## src/rtl/hsync_generator_if.sv

```systemverilog
// Horizontal timing outputs of hsync_generator, bundled for the vertical and pixel stages.
interface hsync_generator_if;
    logic HSYNC;
    logic hdisplay;
    logic twenty_enable;
    logic line_end;

    modport master (
        output HSYNC,
        output hdisplay,
        output twenty_enable,
        output line_end
    );

    modport slave (
        input HSYNC,
        input hdisplay,
        input twenty_enable,
        input line_end
    );
endinterface

```

## src/rtl/hsync_generator.sv

```systemverilog
// Horizontal line timing: SYNC -> BACK_PORCH -> DISPLAY -> FRONT_PORCH, with a
// per-pixel strobe during DISPLAY and an end-of-line strobe for the vertical stage.
module hsync_generator #(
    parameter int SYNC_CYC = 384,
    parameter int BP_CYC   = 192,
    parameter int DISP_CYC = 2560,
    parameter int FP_CYC   = 64,
    parameter int PIX_DIV  = 20
) (
    input  logic              clk,
    input  logic              reset,
    hsync_generator_if.master tim
);

    localparam int LEN_MAX_A = (SYNC_CYC > BP_CYC) ? SYNC_CYC : BP_CYC;
    localparam int LEN_MAX_B = (DISP_CYC > FP_CYC) ? DISP_CYC : FP_CYC;
    localparam int LEN_MAX   = (LEN_MAX_A > LEN_MAX_B) ? LEN_MAX_A : LEN_MAX_B;
    localparam int CNT_W     = ($clog2(LEN_MAX) > 12) ? $clog2(LEN_MAX) : 12;
    localparam int DIV_W     = ($clog2(PIX_DIV) > 5) ? $clog2(PIX_DIV) : 5;

    localparam logic [CNT_W-1:0] SYNC_LAST = CNT_W'(SYNC_CYC - 1);
    localparam logic [CNT_W-1:0] BP_LAST   = CNT_W'(BP_CYC - 1);
    localparam logic [CNT_W-1:0] DISP_LAST = CNT_W'(DISP_CYC - 1);
    localparam logic [CNT_W-1:0] FP_LAST   = CNT_W'(FP_CYC - 1);
    localparam logic [DIV_W-1:0] DIV_LAST  = DIV_W'(PIX_DIV - 1);

    typedef enum logic [1:0] {
        SYNC        = 2'd0,
        BACK_PORCH  = 2'd1,
        DISPLAY     = 2'd2,
        FRONT_PORCH = 2'd3
    } state_t;

    state_t           state;
    state_t           state_nx;
    logic [CNT_W-1:0] cnt;
    logic [CNT_W-1:0] cnt_nx;
    logic [DIV_W-1:0] div;
    logic [DIV_W-1:0] div_nx;
    logic             hsync_nx;
    logic             hdisplay_nx;
    logic             te_nx;
    logic             le_nx;

    // Outputs are registered from the next-state decode, so each registered output
    // always equals the decode of the state/counters it is registered alongside.
    always_comb begin
        state_nx = state;
        cnt_nx   = cnt + CNT_W'(1);
        case (state)
            SYNC: begin
                if (cnt == SYNC_LAST) begin
                    cnt_nx   = '0;
                    state_nx = BACK_PORCH;
                end
            end
            BACK_PORCH: begin
                if (cnt == BP_LAST) begin
                    cnt_nx   = '0;
                    state_nx = DISPLAY;
                end
            end
            DISPLAY: begin
                if (cnt == DISP_LAST) begin
                    cnt_nx   = '0;
                    state_nx = FRONT_PORCH;
                end
            end
            FRONT_PORCH: begin
                if (cnt == FP_LAST) begin
                    cnt_nx   = '0;
                    state_nx = SYNC;
                end
            end
            default: begin
                cnt_nx   = '0;
                state_nx = SYNC;
            end
        endcase

        // Divider runs only while staying in DISPLAY; entering or leaving clears it.
        div_nx = '0;
        if (state == DISPLAY && state_nx == DISPLAY && div != DIV_LAST) begin
            div_nx = div + DIV_W'(1);
        end

        hsync_nx    = (state_nx != SYNC);
        hdisplay_nx = (state_nx == DISPLAY);
        te_nx       = (state_nx == DISPLAY) && (div_nx == DIV_LAST);
        le_nx       = (state_nx == FRONT_PORCH) && (cnt_nx == FP_LAST);
    end

    always_ff @(posedge clk or negedge reset) begin
        if (!reset) begin
            state              <= SYNC;
            cnt                <= '0;
            div                <= '0;
            tim.HSYNC          <= 1'b0;
            tim.hdisplay       <= 1'b0;
            tim.twenty_enable  <= 1'b0;
            tim.line_end       <= 1'b0;
        end else begin
            state              <= state_nx;
            cnt                <= cnt_nx;
            div                <= div_nx;
            tim.HSYNC          <= hsync_nx;
            tim.hdisplay       <= hdisplay_nx;
            tim.twenty_enable  <= te_nx;
            tim.line_end       <= le_nx;
        end
    end

endmodule

```

## src/flat_wrapper.sv

```systemverilog
// flat-port wrapper written by rule: the top's interface ports become plain ports
module hsync_generator_flat 
#(
    parameter int SYNC_CYC = 384,
    parameter int BP_CYC   = 192,
    parameter int DISP_CYC = 2560,
    parameter int FP_CYC   = 64,
    parameter int PIX_DIV  = 20
)
  (clk, reset, tim_HSYNC, tim_hdisplay, tim_twenty_enable, tim_line_end);
  hsync_generator_if tim_i ();
  input  logic clk;
  input  logic reset;
  output wire logic [$bits(tim_i.HSYNC)-1:0] tim_HSYNC;
  output wire logic [$bits(tim_i.hdisplay)-1:0] tim_hdisplay;
  output wire logic [$bits(tim_i.twenty_enable)-1:0] tim_twenty_enable;
  output wire logic [$bits(tim_i.line_end)-1:0] tim_line_end;
  assign tim_HSYNC = tim_i.HSYNC;
  assign tim_hdisplay = tim_i.hdisplay;
  assign tim_twenty_enable = tim_i.twenty_enable;
  assign tim_line_end = tim_i.line_end;
  hsync_generator #(.SYNC_CYC(SYNC_CYC), .BP_CYC(BP_CYC), .DISP_CYC(DISP_CYC), .FP_CYC(FP_CYC), .PIX_DIV(PIX_DIV)) u_core (.clk(clk), .reset(reset), .tim(tim_i));
endmodule
```

## config.mk

```make
export PLATFORM = sky130hd
export DESIGN_NAME = hsync_generator_flat
export DESIGN_NICKNAME = d
export VERILOG_FILES = /design/src/rtl/hsync_generator_if.sv /design/src/rtl/hsync_generator.sv /design/src/flat_wrapper.sv
export SDC_FILE = /design/constraint.sdc
export NUM_CORES = 1
export LEC_CHECK = 0
export CELL_PAD_IN_SITES_DETAIL_PLACEMENT = 2
export CELL_PAD_IN_SITES_GLOBAL_PLACEMENT = 2
export CORE_AREA = 2 2 42 83
export DETAILED_ROUTE_END_ITERATION = 6
export DIE_AREA = 0 0 44 85
export PLACE_DENSITY = 0.89
export SYNTH_ARGS = -nofsm -noshare
export SYNTH_HDL_FRONTEND = slang
export SYNTH_SLANG_ARGS = --single-unit
```

## constraint.sdc

```tcl
create_clock -name clk -period 4.5 [get_ports clk]
set_clock_uncertainty 0.1 [all_clocks]
set_input_delay 0.9 -clock clk [delete_from_list [all_inputs] [get_ports clk]]
set_output_delay 0.9 -clock clk [all_outputs]
set_load 0.005 [all_outputs]
```

==> impl_metrics.env <==
export IMPL_status="finished, final reports clean"
export IMPL_yosys_most_used_dff="dfrtp_1"
export IMPL_die_h_um=85
export IMPL_synth_area_leaders="dfrtp_1, xnor2_1, nor2_1"
export IMPL_grt_pass1_wl_mm=5.692
export IMPL_cp_num_buf_inv=0
export IMPL_synth_seq_cells=23
export IMPL_crit_chain="ha_1, nand3_1, nor4_1, and4b_2, nor4b_1"
export IMPL_fin_crit_ps=2281
export IMPL_post_synth_top_count_cell="dfrtp_1"
export IMPL_fp_dieW_um=44
export IMPL_critPathKind="register to register"
export IMPL_drive_gt1_share_pct=16.26
export IMPL_num_rows=29
export IMPL_max_stage_delay_ps=530
export IMPL_clk_pin_slew_ps=80
export IMPL_place_congestion=0.7627
export IMPL_finalSetupViolations=0
export IMPL_pin_count=6
export IMPL_synth_cells=119
export IMPL_hold_viol=0
export IMPL_syn_area_mm2=0.001261
export IMPL_peakVddDrop_v=0.0002059
export IMPL_power_frac_clock_pct=38.5
export IMPL_cts_root_buf="clkbuf_8"
export IMPL_setup_tns_final_ps=0
export IMPL_vias=950
export IMPL_clk_path_buf_depth=2
export IMPL_synthToLayoutAreaGrowth_pct=8.333
export IMPL_hold_class="register to register"
export IMPL_period_share_pct=50.69
export IMPL_ctsHoldBuffers=0
export IMPL_drc=0
export IMPL_p_total_mw=0.3433
export IMPL_coreArea_mm2=0.003120
export IMPL_path_max_fanout=7
export IMPL_synth_top_cell_area_share_pct=45.63
export IMPL_p_int_mw=0.2707
export IMPL_cts_repair_resize_count=0
export IMPL_grt_antenna_before_repair=0
export IMPL_start_util_pct=40.42
export IMPL_dieArea_mm2=0.003740
export IMPL_post_cts_buffers=0
export IMPL_tightest_slew_ps=1025
export IMPL_yosysWarnings=0
export IMPL_portBuffers=5
export IMPL_drt_pass1_iter_count=3
export IMPL_syn_avg_cell_area_um2=10.60
export IMPL_clock_sinks=23
export IMPL_max_freq_mhz=438.4
export IMPL_grt_usage_pct=21.07
export IMPL_synthDistinctLibCells=44
export IMPL_p_seq_share_pct=60.1
export IMPL_grt_max_degree=24
export IMPL_slew_headroom_pct=31.46
export IMPL_instances_no_fill=154
export IMPL_comb_power_share_pct=1.3
export IMPL_drtAntennaViolNets=0
export IMPL_cp_required_ps=4540
export IMPL_dp_cells=150
export IMPL_dpl_hpwl_mm=2.562
export IMPL_drt_total_wl_mm=3.324
export IMPL_diodes=0
export IMPL_rsz0062_at_grt="no"
export IMPL_p_sw_mw=0.07259
export IMPL_synthTopCellsByCount="dfrtp_1, nor2_1, xnor2_1, nor4_1"
export IMPL_syn_num_nets=123
export IMPL_num_nets_final=128
export IMPL_powerDensity_mw_per_mm2=251.3
export IMPL_yosysSeqAreaShare_pct=45.63
export IMPL_cts_buffers=3
export IMPL_via_per_inst=6.169
export IMPL_clk_latency_ps=270
export IMPL_drt_iter0_markers=4
export IMPL_cp_start_kind="register"
export IMPL_drv_slew=0
export IMPL_leakagePower_nw=0.6083
export IMPL_htreeDepth=1
export IMPL_switching_share_pct=21.14
export IMPL_cp_arrival_ps=2320
export IMPL_synthArstFlopShare_pct=100.0
export IMPL_critPathTopFamily="simple AND/OR/NAND/NOR gates"
export IMPL_cp_slowest_cell="nor4_1"
export IMPL_cts_tree="yes"
export IMPL_synth_edf_count=0
export IMPL_synth_area_leader_cell="dfrtp_1"
export IMPL_grt_pass1_vias=1154
export IMPL_cp_end_kind="register"
export IMPL_cap_violations=0
export IMPL_routedWlPerCell_um=21.58
export IMPL_overflow=0
-- final timing paths --
kind | slack (ps) | end | cells after the start | start
worst min-delay path | 420 | u_core.tim.twenty_enable | 1 | u_core.div[0]
worst max-delay path | 2220 | u_core.cnt[3] | 5 | u_core.cnt[0]
min in group asynchronous | 1080 | u_core.cnt[4] | 1 | reset
max in group asynchronous | 2590 | u_core.cnt[9] | 1 | reset
worst min register to register | 420 | u_core.tim.twenty_enable | 1 | u_core.div[0]
worst max register to register | 2220 | u_core.cnt[3] | 5 | u_core.cnt[0]
-- through the flow --
stage | setup slack, ps | instance area [um^2] | hold WS (ps) | utilization (%)
final | 2219 | 1366 | 416.3 | 43.79
after global placement | 2259 | 1321 | 372.9 | 42.34
after detailed placement | 2205 | 1321 | 412.5 | 42.34
after CTS | 2199 | 1366 | 422.9 | 43.79
after floorplan | 2601 | 1261 | 355.5 | -
after global routing | 1958 | 1366 | 452.9 | 43.79
-- final cells by class --
type | count | area [um^2]
flip-flops and latches | 23 | 575.6
inverters | 5 | 18.77
repair buffers | 5 | 50.05
multi-input cells | 86 | 638.1
clock buffers | 4 | 45.04
well taps | 31 | 38.79
fillers | 358 | 1754
-- registers in the layout, indices dropped and copies added, names as in the netlist --
signal and cells:
u_core.div 5, u_core.tim.line_end 1, u_core.tim.HSYNC 1, u_core.tim.hdisplay 1, u_core.state 2, u_core.cnt 12
u_core.tim.twenty_enable 1
-- per-layer routing --
metal  part of all wire [%]  GRT usage, %
met5                      0             0
met3                    1.6         2.553
met4                    4.4         13.50
met1                     33         19.40
met2                     61         39.84
-- cell families after synthesis --
logic type / after synthesis / synth area share (%)
muxes: 2 / 1.686
xor gates and xnor gates: 12 / 8.333
buffers and inverters: 10 / 3.769
and+or+nand+nor: 57 / 30.45
adders and majority gates: 2 / 1.984
DFF: 23 / 45.63
AOI/OAI and AO/OA: 13 / 8.137
-- power by group through the flow --
stage	Clock [mW]	Sequential (mW)	Combinational, mW
3_5_place_dp	0	0.211	0.00501
6_report	0.132	0.206	0.00463
4_1_cts	0.136	0.206	0.00509
2_1_floorplan	0	0.211	0.000000280
3_3_place_gp	0	0.211	0.00480
5_1_grt	0.140	0.206	0.00532
-- layout by cell type, fill, tap and decap left out, types with 2 or more instances in the layout --
cell and count:
a21o_2 2, and3_1 3, clkbuf_8 3, clkdlybuf4s50_1 5, dfrtp_1 23, ha_1 2
inv_1 5, nand2_1 4, nand3_1 5, nand4_1 3, nor2_1 13, nor4_1 7
nor4_2 2, nor4b_1 2, or2_2 4, or3_1 3, xnor2_1 8, xor2_1 4
(Power assumes the default switching activity.)
